### src/rtl/serial_adder_pkg.sv
// serial_adder_pkg: state encoding (ST_IDLE/ST_RUN/ST_DONE) and default operand width shared by the serial adder files
package serial_adder_pkg;
    localparam int DEF_WIDTH = 8;
    typedef enum logic [1:0] {ST_IDLE = 2'd0, ST_RUN = 2'd1, ST_DONE = 2'd2} state_t;
endpackage

### src/rtl/full_adder_cell.sv
// full_adder_cell: combinational 1-bit full adder; ports x, y, cin -> s, cout
module full_adder_cell (
    input  logic x,
    input  logic y,
    input  logic cin,
    output logic s,
    output logic cout
);
    assign s    = x ^ y ^ cin;
    assign cout = (x & y) | (cin & (x ^ y));
endmodule

### src/rtl/serial_adder_ctrl.sv
// serial_adder_ctrl: LSB-first bit-serial adder over one shared full_adder_cell; ports clk, rst, start, a, b, cin -> busy, done, sum, cout (+ ovf when SERIAL_ADDER_OVF_EN is defined)
module serial_adder_ctrl
    import serial_adder_pkg::*;
#(
    parameter int WIDTH = DEF_WIDTH
) (
    input  logic             clk,
    input  logic             rst,
    input  logic             start,
    input  logic [WIDTH-1:0] a,
    input  logic [WIDTH-1:0] b,
    input  logic             cin,
    output logic             busy,
    output logic             done,
    output logic [WIDTH-1:0] sum,
    output logic             cout
`ifdef SERIAL_ADDER_OVF_EN
    ,
    output logic             ovf
`endif
);
    localparam int CW = $clog2(WIDTH);
    state_t state, state_nxt;
    logic [WIDTH-1:0] sa, sb;
    logic [CW-1:0] cnt;
    logic carry, cell_s, cell_c, last;
    assign last = cnt == CW'(WIDTH - 1);
    full_adder_cell u_cell (
        .x   (sa[0]),
        .y   (sb[0]),
        .cin (carry),
        .s   (cell_s),
        .cout(cell_c)
    );
    always_ff @(posedge clk)
        state <= rst ? ST_IDLE : state_nxt;
    always_comb
        state_nxt = state == ST_IDLE ? (start ? ST_RUN : ST_IDLE) :
                    state == ST_RUN  ? (last ? ST_DONE : ST_RUN) : ST_IDLE;
    always_comb begin
        busy = state != ST_IDLE;
        done = state == ST_DONE;
    end
    always_ff @(posedge clk)
        if (rst) begin
            sa    <= '0;
            sb    <= '0;
            carry <= 1'b0;
            cnt   <= '0;
            sum   <= '0;
            cout  <= 1'b0;
        end else if (state == ST_IDLE && start) begin
            sa    <= a;
            sb    <= b;
            carry <= cin;
            cnt   <= '0;
        end else if (state == ST_RUN) begin
            sa    <= sa >> 1;
            sb    <= sb >> 1;
            sum   <= {cell_s, sum[WIDTH-1:1]};
            carry <= cell_c;
            cnt   <= cnt + CW'(1);
            if (last)
                cout <= cell_c;
        end
`ifdef SERIAL_ADDER_OVF_EN
    always_ff @(posedge clk)
        if (rst)
            ovf <= 1'b0;
        else if (state == ST_RUN && last)
            ovf <= carry ^ cell_c;
`endif
endmodule

### config.mk
export PLATFORM = sky130hd
export DESIGN_NAME = serial_adder_ctrl
export DESIGN_NICKNAME = d
export VERILOG_FILES = /design/src/rtl/serial_adder_pkg.sv /design/src/rtl/full_adder_cell.sv /design/src/rtl/serial_adder_ctrl.sv
export SDC_FILE = /design/constraint.sdc
export NUM_CORES = 1
export LEC_CHECK = 0
export BUFFER_PORTS_ARGS = -buffer_cell sky130_fd_sc_hd__buf_2
export CORE_UTILIZATION = 54
export CTS_BUF_LIST = sky130_fd_sc_hd__clkbuf_8
export CTS_CLUSTER_SIZE = 24
export DETAILED_ROUTE_END_ITERATION = 8
export PLACE_DENSITY = 0.9
export SYNTH_ARGS = -nofsm -noshare
export SYNTH_HDL_FRONTEND = slang
export SYNTH_SLANG_ARGS = --single-unit
### constraint.sdc
create_clock -name clk -period 1.7 [get_ports clk]
set_clock_uncertainty 0.05 [all_clocks]
set_input_delay 0.17 -clock clk [delete_from_list [all_inputs] [get_ports clk]]
set_output_delay 0.17 -clock clk [all_outputs]
set_load 0.03 [all_outputs]
# --- Word-level counts from Yosys, hierarchy flattened ---
# Cells that the tools add are included.
word_totals:
  regBits: 31
  inputBits: 20
  elab_cells: 34
op_classes:
  n_addsub: 1
  eq_ne: 3
  muxes: 10
  bitwise_logic: 6
  n_reduce_logical: 7
ops:
  columns: ["cell", "n"]
  rows:
  - ["two-way mux 8 bit", 4]
  - ["two-way mux 2 bit", 3]
  - ["nonzero test 2 bit", 2]
  - ["adder 3 x 1 -> 3 bit (second input constant)", 1]
  - ["== test 3 bit (second input constant)", 1]
  - ["two-way mux 1 bit", 3]
  - ["AND reduction 3 bit", 1]
  - ["AND 1 bit", 2]
  - ["== test 2 x 1 -> 1 bit (second input constant)", 1]
  - ["== test 2 bit (second input constant)", 1]
  - ["zero test 2 bit", 1]
  - ["AND reduction 2 bit", 1]
  - ["OR reduction 2 bit", 1]
  - ["bitwise XOR 1 bit", 2]
  - ["logical AND 1 bit", 1]
  - ["NOT 1 bit", 1]
  - ["bitwise OR 1 bit", 1]

# --- Depth between registers and ports, before layout ---
# Gate-level depths: netlist (run 1).
depth:
  ltp_word: 5
  ltp_mapped: 6
  mapped_depth_nobuf: 5

# --- By module ---
# Synthesis (run 1) repeated with hierarchy kept, for this count alone.
unflattened:
  cells_unflattened: 159
  area_unflattened_um2: 1395.1
by_module_without_submodules:
  columns: ["mod", "n_inst", "cells_per_inst", "area_each_um2", "seq_area_each_um2"]
  rows:
  - ["serial_adder_ctrl", 1, 158, 1375.1, 620.6]
  - ["full_adder_cell", 1, 1, 20.0, 0.0]

# --- Worst setup path after synthesis (run 1) ---
# No wires, ideal clock.
synth_path:
  kind: "flip-flop to flip-flop"
  from: "reg state[0]"
  to: "reg sb[4]"
  setup_time_ns: 0.134
  t_arrival_ns: 1.164
  setup_slack_ns: 0.352
  stages_incl_launch_ff: 7
  path_buffers: 3
  synth_period_minus_slack_ns: 1.348
  cell_sequence: "dfxtp_1 -> buf_6 -> or3b_1 -> buf_2 -> buf_6 -> nor2_1 -> a211oi_1"
synth_between:
  elab_chain_cells: 3
  elab_cells_between_ends: 5
synth_lines:
  columns: ["element", "line", "source"]
  rows:
  - ["from (decl)", "serial_adder_ctrl.sv:23", "state_t state, state_nxt;"]
  - ["from (signal assigned)", "serial_adder_ctrl.sv:36", "state <= rst ? ST_IDLE : state_nxt;"]
  - ["zero test 2 bit", "serial_adder_ctrl.sv:52", "end else if (state == ST_IDLE && start) begin"]
  - ["logical AND 1 bit", "serial_adder_ctrl.sv:52", null]
  - ["two-way mux 8 bit / nonzero test 2 bit (equally long branches)", null, null]
  - ["to (signal assigned)", "serial_adder_ctrl.sv:59", "sb <= sb >> 1;"]
  - ["to (decl)", "serial_adder_ctrl.sv:24", "logic [WIDTH-1:0] sa, sb;"]
# Parallel ways exist; a longest one is shown, timed or not.
# A chain may end at the register's enable or synchronous reset.

# --- Final worst setup path (run 1) ---
layout_path:
  from: "reg state[0]"
  to: "reg sa[7]"
layout_between:
  elab_chain_cells: 3
  elab_cells_between_ends: 5
layout_lines:
  columns: ["element", "line", "source"]
  rows:
  - ["zero test 2 bit", "serial_adder_ctrl.sv:52", null]
  - ["logical AND 1 bit", "serial_adder_ctrl.sv:52", null]
  - ["two-way mux 8 bit / nonzero test 2 bit (equally long branches)", null, null]
  - ["to (signal assigned)", "serial_adder_ctrl.sv:58", "sa <= sa >> 1;"]
  - ["to (decl)", "serial_adder_ctrl.sv:24", null]
# Parallel ways exist; a longest one is shown, timed or not.

==> metrics.cfg, run 1 <==
[route]
finalWirelength_mm=2.733
wl_per_cell_um=12.77
drc=0
avgViaCountPerCell=5.430
ant_nets=0
num_vias=1162
drt-initial-drc-count=41
dr.pass1.iters=4

[global_route]
grt_pass1_vias=1016
grt_max_degree=32
antenna_found_initial=0
overflow=0
track_usage_pct=23.41
grt_pass1_wl_mm=4.388

[setup_path]
worstSetupPathType=reg2reg
critPathCaptureType=register
crit_arrival_ps=1590
start_kind=register
cp.required_ps=1790
worstPathMaxFanout=15

[yosys]
synth.net_count=178
synthCells=155
synth_compound_area_share_pct=20.40
synth_seq_cells=31
avgSynthCellArea_sq_um=8.468
synthDistinctLibCells=25
synth_top_family_by_area=simple AND/OR/NAND/NOR gates
syn_area_sq_mm=0.001313
synthXorXnorAreaFrac_pct=0.6673
synthSimpleGateAreaFrac_pct=20.69
ys_warn_count=0
synthMuxAreaShare_pct=1.525
synth-adder-area-share_pct=3.432
ys_seq_area_share_pct=47.28

[place]
routabilityCongestion=0.7554
port_buffers=30
dp_hpwl_mm=1.839
post_dp_cell_area_sq_mm=0.001464

[clock_tree]
cts_setup_buffers=0
clkSinkCount=31
cts-buffers-inserted=5
clk_pin_slew_ps=60
cts_buffer_depth=2
hold_buffers=0
insertion_delay_ps=280
cts-root-buf=clkbuf_8
htreeDepth=2
ctsResizeCount=0
cts_tree=done

[sta]
setup_viol=0
tightest_slew_ps=547.0
rsz0062_at_grt=no
finalCriticalPeriod_ps=1504
slew_viol_final=0
hold_viol_final=0
post-route-period-util_pct=88.46
slew_headroom_pct=63.54
max_freq_mhz=664.9
finalSetupTns_ps=0

[die]
initial_core_util_pct=58.21
rows=17
die-area_sq_mm=0.002632
ioPinCount=31
die_height_um=51.30
core_sq_mm=0.002255
die_w_um=51.30

[cells_and_area]
area_growth_pct=19.16
n_fill_cell=182
antenna_cells=0
fin_area_sq_mm=0.001564
layout-drive-gt1-share_pct=24.19
nNetsFinal=208

[pwr]
total_power_mw=1.626
leakage_nw=0.6651
p_per_area_mw_per_mm2=1040
ir_drop_mv=0.8797

[run_status]
status=complete, no violations

[flow_run]
cap_violations=0

[hold_path]
hp-class=in2reg

-- logic make-up after synthesis --
family          after synthesis
xor+xnor                      1
buf+inv                      14
fa+ha+maj                     3
flops                        31
mux                           2
compound gates               42
simple gates                 62
-- synth_stat cells --
cell,n,area (sq um)
o21ba_2,1,10.01
or3b_1,1,8.760
o21a_1,1,7.510
nor3_1,3,15.01
clkbuf_1,3,11.26
nand2b_1,2,12.51
a21oi_1,21,105.1
nand3b_1,1,7.510
nor2b_1,1,6.260
mux2i_1,2,20.02
fa_1,1,20.02
a311oi_2,1,15.01
nor2_1,18,67.56
buf_6,2,22.52
inv_1,2,7.510
o22ai_1,4,25.02
a211oi_1,14,105.1
ha_1,2,25.02
nand3_1,3,15.01
buf_2,6,30.03
dfxtp_1,31,620.6
nor3b_4,1,18.77
xnor2_1,1,8.760
nand2_1,32,120.1
buf_4,1,7.510
-- worst paths after layout --
check | from | end | slack [ps] | cells past startpoint
min | b[7] | sb[7] | 80 | 3
min reg2reg | cout | cout | 410 | 2
max reg2reg | state[0] | sa[7] | 200 | 3
max | state[0] | sa[7] | 200 | 3
-- sequential cells by signal (all words and copies together) (netlist names) --
| signal | count |
|---|---|
| sa | 8 |
| sb | 8 |
| sum | 8 |
| cnt | 3 |
| state | 2 |
| carry | 1 |
| cout | 1 |
-- metrics by stage --
stage	util, %	cells	hold slack [ps]	setup WS, ps
after global routing	69.37	214	86.42	89.97
after global placement	64.93	206	365.9	264.9
final	69.37	214	78.87	196.1
after detailed placement	64.93	206	371.4	237.6
after CTS	69.37	214	71.86	213.8
after floorplan	-	155	187.9	351.9
-- worst max-delay path: stages, from the launching register on --
cell	delay, ps
dfxtp_1	400
or3b_1	640
nand3_1	200
a21oi_1	80
-- final cells by class --
cell class / count / area (sq um) / share of cell area (%)
Sequential cell: 31 / 620.6 / 39.68
Multi-Input combinational cell: 110 / 613.1 / 39.20
Tap cell: 28 / 35.03 / 2.240
Clock buffer: 7 / 96.34 / 6.160
Clock inverter: 1 / 3.754 / 0.2400
Timing Repair Buffer: 35 / 187.7 / 12.00
Inverter: 2 / 7.507 / 0.4800
-- report_power, final --
group          internal, mW  total [mW]  switching (mW)
Clock                 0.363       0.612           0.249
Sequential            0.771       0.801          0.0298
Combinational        0.0897       0.214           0.124
Total                  1.22        1.63           0.403
-- cell usage in the layout, fill, tap and decap left out --
cell type and n:
nand2_1 32, dfxtp_1 31, buf_2 30, a21oi_1 21, nor2_1 18, a211oi_1 14, clkbuf_8 7, buf_4 5
o22ai_1 4, inv_1 3, nand3_1 3, nor3_1 3, nand2b_1 2, mux2i_1 2, ha_1 2, or3b_1 1
nor2b_1 1, a311oi_2 1, nor3b_4 1, o21ba_2 1, nand3b_1 1, o21a_1 1, xnor2_1 1, fa_1 1
-- metal layers --
layer / vias up / wire length [um] / GRT usage (%)
li1: 588 / - / -
met1: 540 / 1269 / 27.11
met2: 28 / 1273 / 37.28
met3: 6 / 139 / 9.821
met4: 0 / 50 / 10.81
met5: - / 0 / 0
Note: power is estimated with default switching activity, not from simulation.
==> inputs of run 2 (changes only) <==
--- a/config.mk
+++ b/config.mk
@@ -5,7 +5,8 @@
 export SDC_FILE = /design/constraint.sdc
 export NUM_CORES = 1
 export LEC_CHECK = 0
-export BUFFER_PORTS_ARGS = -buffer_cell sky130_fd_sc_hd__buf_2
+export BUFFER_PORTS_ARGS = -buffer_cell sky130_fd_sc_hd__buf_4
+export CORE_MARGIN = 10
 export CORE_UTILIZATION = 54
 export CTS_BUF_LIST = sky130_fd_sc_hd__clkbuf_8
 export CTS_CLUSTER_SIZE = 24
==> metrics.cfg, run 2 (same netlist as run 1, synthesis figures left out) <==
[run_status]
status=complete, no violations

[route]
num_vias=1198  ; +3.1%
drc=0  ; unchanged
drt-initial-drc-count=83  ; +100%
avgViaCountPerCell=5.598  ; +3.1%
finalWirelength_mm=3.192  ; +17%
wl_per_cell_um=14.92  ; +17%
ant_nets=0  ; unchanged
dr.pass1.iters=4  ; unchanged

[die]
initial_core_util_pct=58.21  ; unchanged
ioPinCount=31  ; unchanged
rows=17  ; unchanged
core_sq_mm=0.002255  ; unchanged
die_w_um=69.30  ; +35%
die_height_um=69.30  ; +35%
die-area_sq_mm=0.004802  ; +82%

[sta]
setup_slack_ps=102.3  ; -93.77 ps
whs_ps=93.75  ; +14.87 ps
max_freq_mhz=625.9  ; -5.9%
slew_headroom_pct=62.94  ; -0.60 points
finalSetupTns_ps=0  ; unchanged
setup_viol=0  ; unchanged
tightest_slew_ps=555.3  ; +8.331 ps
rsz0062_at_grt=no
finalCriticalPeriod_ps=1598  ; +93.77 ps
post-route-period-util_pct=93.98  ; +5.5 points
hold_viol_final=0  ; unchanged
slew_viol_final=0  ; unchanged

[pwr]
p_per_area_mw_per_mm2=1070  ; +3.0%
leakage_nw=0.6863  ; +3.2%
ir_drop_mv=0.7887  ; -10%

[global_route]
overflow=0  ; unchanged
antenna_found_initial=0  ; unchanged
grt_pass1_wl_mm=5.368  ; +22%
grt_pass1_vias=1212  ; +19%
grt_max_degree=32  ; unchanged
track_usage_pct=13.52  ; -9.9 points

[setup_path]
cp_slowest_cell=or3b_1
cp.required_ps=1840  ; +50 ps
crit_arrival_ps=1740  ; +150 ps
worstSetupPathType=reg2reg
path_cells=or3b_1 -> nor2_1 -> a311oi_2
critPathMaxStageDelay_ps=520  ; -120 ps
worstPathMaxFanout=15  ; unchanged
start_kind=register
critPathCaptureType=register

[cells_and_area]
layout_common_cells=buf_4 (35), nand2_1 (32), dfxtp_1 (31), a21oi_1 (21), nor2_1 (18)
nNetsFinal=208  ; unchanged
post-route-util_pct=73.47  ; +4.1 points
final_common_cell=buf_4
reg_top3=sa (8), sb (8), sum (8)
antenna_cells=0  ; unchanged
area_growth_pct=26.22
multi_input_area_sq_um=613.1  ; unchanged
layout-drive-gt1-share_pct=24.73  ; +0.54 points
n_fill_cell=177  ; -2.7%
fin_area_sq_mm=0.001657  ; +5.9%
ff_latch_area_sq_um=620.6  ; unchanged

[place]
routabilityCongestion=0.7897  ; +4.5%
dp_hpwl_mm=2.229  ; +21%
dp_slack_ps=227.4  ; -10.14 ps
port_buffers=30  ; unchanged
post_dp_cell_area_sq_mm=0.001539  ; +5.1%

[clock_tree]
cts-root-buf=clkbuf_8
clkSinkCount=31  ; unchanged
clk_pin_slew_ps=70  ; about the same
ctsResizeCount=0  ; unchanged
cts_setup_buffers=0  ; unchanged
cts_tree=done
htreeDepth=2  ; unchanged
cts_buffer_depth=2  ; unchanged
insertion_delay_ps=290  ; about the same
cts-buffers-inserted=5  ; unchanged
hold_buffers=0  ; unchanged

[hold_path]
hp-class=in2reg

[flow_run]
cap_violations=0  ; unchanged

-- run 2: critical path: cells and delay by family (launching register included) --
kind / cells / cell delay (ps)
AND/OR/NAND/NOR: 2 / 650
AO/OA/AOI/OAI: 1 / 300
flip-flops: 1 / 510
-- run 2: metrics by stage --
stage / instances / power, mW
global placement: 206 / 1.031
global route: 214 / 1.859
floorplan: 155 / 0.9670
detailed placement: 206 / 1.041
finish: 214 / 1.773
CTS: 214 / 1.788
-- run 2: final cells by class --
type / count / share of cell area, %
sequential: 31 / 37.46
multi-input combinational: 110 / 37.01
timing repair buffer: 35 / 15.86
clock buffer: 6 / 4.985
clock inverter: 2 / 2.115
tap: 28 / 2.115
inverter: 2 / 0.4532
-- run 2: routing by layer --
layer | vias up | global-route usage (%) | part of all wire, %
met5 | - | 0 | 0
met4 | 0 | 7.317 | 2.0
met3 | 8 | 6.277 | 6.7
met2 | 38 | 22.48 | 49
met1 | 562 | 13.69 | 42
li1 | 590 | - | -
-- run 2: final timing paths --
| check | startpoint | endpoint | slack [ps] | cells after the start |
|---|---|---|---|---|
| worst min-delay path | a[7] | sa[7] | 90 | 3 |
| worst max-delay path | state[0] | sa[4] | 100 | 3 |
| worst max register to register | state[0] | sa[4] | 100 | 3 |
| worst min register to register | sum[0] | sum[0] | 400 | 2 |
-- run 2: where the power goes --
group,switching (mW),internal [mW],total (mW),leakage [nW]
Sequential,0.0310,0.771,0.802,0.254
Combinational,0.123,0.104,0.227,0.371
Clock,0.271,0.474,0.744,0.0612
Total,0.425,1.35,1.77,0.686
==> inputs of run 3 (changes only) <==
--- a/config.mk
+++ b/config.mk
@@ -11,6 +11,7 @@
 export CTS_BUF_LIST = sky130_fd_sc_hd__clkbuf_8
 export CTS_CLUSTER_SIZE = 24
 export DETAILED_ROUTE_END_ITERATION = 8
+export GPL_TIMING_DRIVEN = 0
 export PLACE_DENSITY = 0.9
 export SYNTH_ARGS = -nofsm -noshare
 export SYNTH_HDL_FRONTEND = slang
==> metrics.cfg, run 3 (same netlist as run 1, synthesis figures left out) <==
[setup_path]
r2r-end=sa[2]
start_kind=register
worstSetupPathType=reg2reg
path_cells=buf_6 -> or3b_1 -> buf_2 -> buf_6 -> nor2_1 -> a211oi_1
crit_buf_inv=3  ; +3
critPathMaxStageDelay_ps=360  ; -160 ps
crit_end=sa[2]
path_depth=6  ; +3
rrSetupSlack_ps=220  ; +120 ps
startpoint=state[0]
crit_arrival_ps=1560  ; -180 ps
cp_slowest_cell=or3b_1
critPathCaptureType=register
cp.required_ps=1790  ; -50 ps
rr_worst_depth=6  ; +3
worstPathMaxFanout=10  ; -5
crit_top_cell=buf_6
r2r_start=state[0]
worst_path_dominant_cell_family=simple AND/OR/NAND/NOR gates

[clock_tree]
hold_buffers=0  ; unchanged
cts-buffers-inserted=5  ; unchanged
clkSinkCount=31  ; unchanged
ctsResizeCount=0  ; unchanged
cts_buffer_depth=2  ; unchanged
insertion_delay_ps=270  ; -20 ps
cts_tree=done
cts-root-buf=clkbuf_8
clk_pin_slew_ps=60  ; about the same
cts_setup_buffers=0  ; unchanged
htreeDepth=2  ; unchanged

[pwr]
ir_drop_mv=0.8014  ; +1.6%
power_frac_comb_pct=15.1  ; +2.3 points
p_per_area_mw_per_mm2=968.8  ; -9.5%
internal_power_mw=1.199  ; -11%
seq_power_share_pct=49.6  ; +4.4 points
p_switching_mw=0.4095  ; -3.6%
leakage_nw=0.6918  ; +0.79%
p_sw_share_pct=25.46  ; +1.5 points
p_clk_share_pct=35.3  ; -6.7 points

[route]
drc=0  ; unchanged
avgViaCountPerCell=5.495  ; -1.8%
dr.pass1.iters=4  ; unchanged
wl_per_cell_um=14.65  ; -1.8%
ant_nets=0  ; unchanged
num_vias=1209  ; +0.92%
finalWirelength_mm=3.223  ; +0.97%
drt-initial-drc-count=99  ; +19%

[sta]
finalSetupTns_ps=0  ; unchanged
setup_slack_ps=221.9  ; +119.6 ps
finalCriticalPeriod_ps=1478  ; -119.6 ps
max_freq_mhz=676.6  ; +8.1%
setup_viol=0  ; unchanged
post-route-period-util_pct=86.95  ; -7.0 points
hold_viol_final=0  ; unchanged
slew_headroom_pct=68.15  ; +5.2 points
tightest_slew_ps=477.7  ; -77.59 ps
slew_viol_final=0  ; unchanged
rsz0062_at_grt=no

[die]
ioPinCount=31  ; unchanged
die-area_sq_mm=0.004802  ; unchanged
die_w_um=69.30  ; unchanged
die_height_um=69.30  ; unchanged
initial_core_util_pct=58.21  ; unchanged
core_sq_mm=0.002255  ; unchanged
rows=17  ; unchanged

[global_route]
grt_pass1_wl_mm=5.333  ; -0.65%
grt_max_degree=11  ; -66%
overflow=0  ; unchanged
track_usage_pct=13.01  ; -0.51 points
grt_pass1_vias=1198  ; -1.2%
antenna_found_initial=0  ; unchanged

[place]
port_buffers=30  ; unchanged
dp_hpwl_mm=2.390  ; +7.2%
routabilityCongestion=0.7932  ; +0.44%
post_dp_cell_area_sq_mm=0.001573  ; +2.2%
dp_slack_ps=230.2  ; +2.722 ps

[cells_and_area]
layout-drive-gt1-share_pct=25.52  ; +0.79 points
final_common_cell=nand2_1
multi_input_area_sq_um=613.1  ; unchanged
antenna_cells=0  ; unchanged
fin_area_sq_mm=0.001660  ; +0.23%
ff_latch_area_sq_um=620.6  ; unchanged
reg_top3=sa (8), sb (8), sum (8)
layout_common_cells=nand2_1 (32), buf_4 (31), dfxtp_1 (31), a21oi_1 (21), nor2_1 (18)
n_fill_cell=179  ; +1.1%
area_growth_pct=26.50
nNetsFinal=215  ; +3.4%

[run_status]
status=complete, no violations

[flow_run]
cap_violations=0  ; unchanged

[hold_path]
hp-class=in2reg

-- run 3: cell types whose count changed in the layout (fill, tap and decap cells not counted), sizes merged --
cell	delta
bufinv	-1
clkbuf	+3
buf	+4
-- run 3: power by group through the flow --
| stage | combinational [mW] | sequential (mW) | clock (mW) |
|---|---|---|---|
| CTS | 0.242 | 0.796 | 0.577 |
| global route | 0.265 | 0.801 | 0.619 |
| finish | 0.243 | 0.797 | 0.568 |
| detailed placement | 0.240 | 0.812 | 0 |
| floorplan | 0.155 | 0.812 | 0 |
| global placement | 0.231 | 0.810 | 0 |
-- run 3: final cells by class --
cell class                 count  share of cell area, %
sequential                    31                  37.38
multi-input combinational    110                  36.93
timing repair buffer          30                  13.56
clock buffer                   6                  4.974
buffer                        12                  4.295
tap                           28                  2.110
inverter                       2                 0.4521
clock inverter                 1                 0.3014
-- run 3: worst min-delay path by stage --
stage,from,to,slack [ps],depth (start not counted)
4_1_cts,rst,sa[4],30,2
6_report,rst,sa[4],30,2
5_1_grt,rst,sa[4],30,2
3_3_place_gp,rst,sa[4],310,2
3_5_place_dp,rst,sa[4],320,2
2_1_floorplan,rst,sa[4],190,1
-- run 3: metrics by stage --
stage	hold slack, ps	total power, mW	instances	util [%]
floorplan	187.9	0.9670	155	-
global placement	314.0	1.041	213	69.76
detailed placement	315.1	1.052	213	69.76
CTS	27.51	1.616	220	73.64
global route	31.30	1.685	220	73.64
finish	32.85	1.609	220	73.64
-- run 3: routing by layer --
layer / routed length (um) / GRT usage (%) / part of all wire [%] / vias to the layer above
met3: 157 / 4.137 / 4.9 / 5
li1: - / - / - / 604
met1: 1438 / 14.86 / 45 / 569
met5: 0 / 0 / 0 / -
met2: 1583 / 21.57 / 49 / 31
met4: 44 / 5.543 / 1.4 / 0
-- run 3: worst reg2reg max path, cell delays in order, from the launching register on --
cell and delay (ps):
dfxtp_1 310, buf_6 130, or3b_1 360, buf_2 160, buf_6 150, nor2_1 120, a211oi_1 70
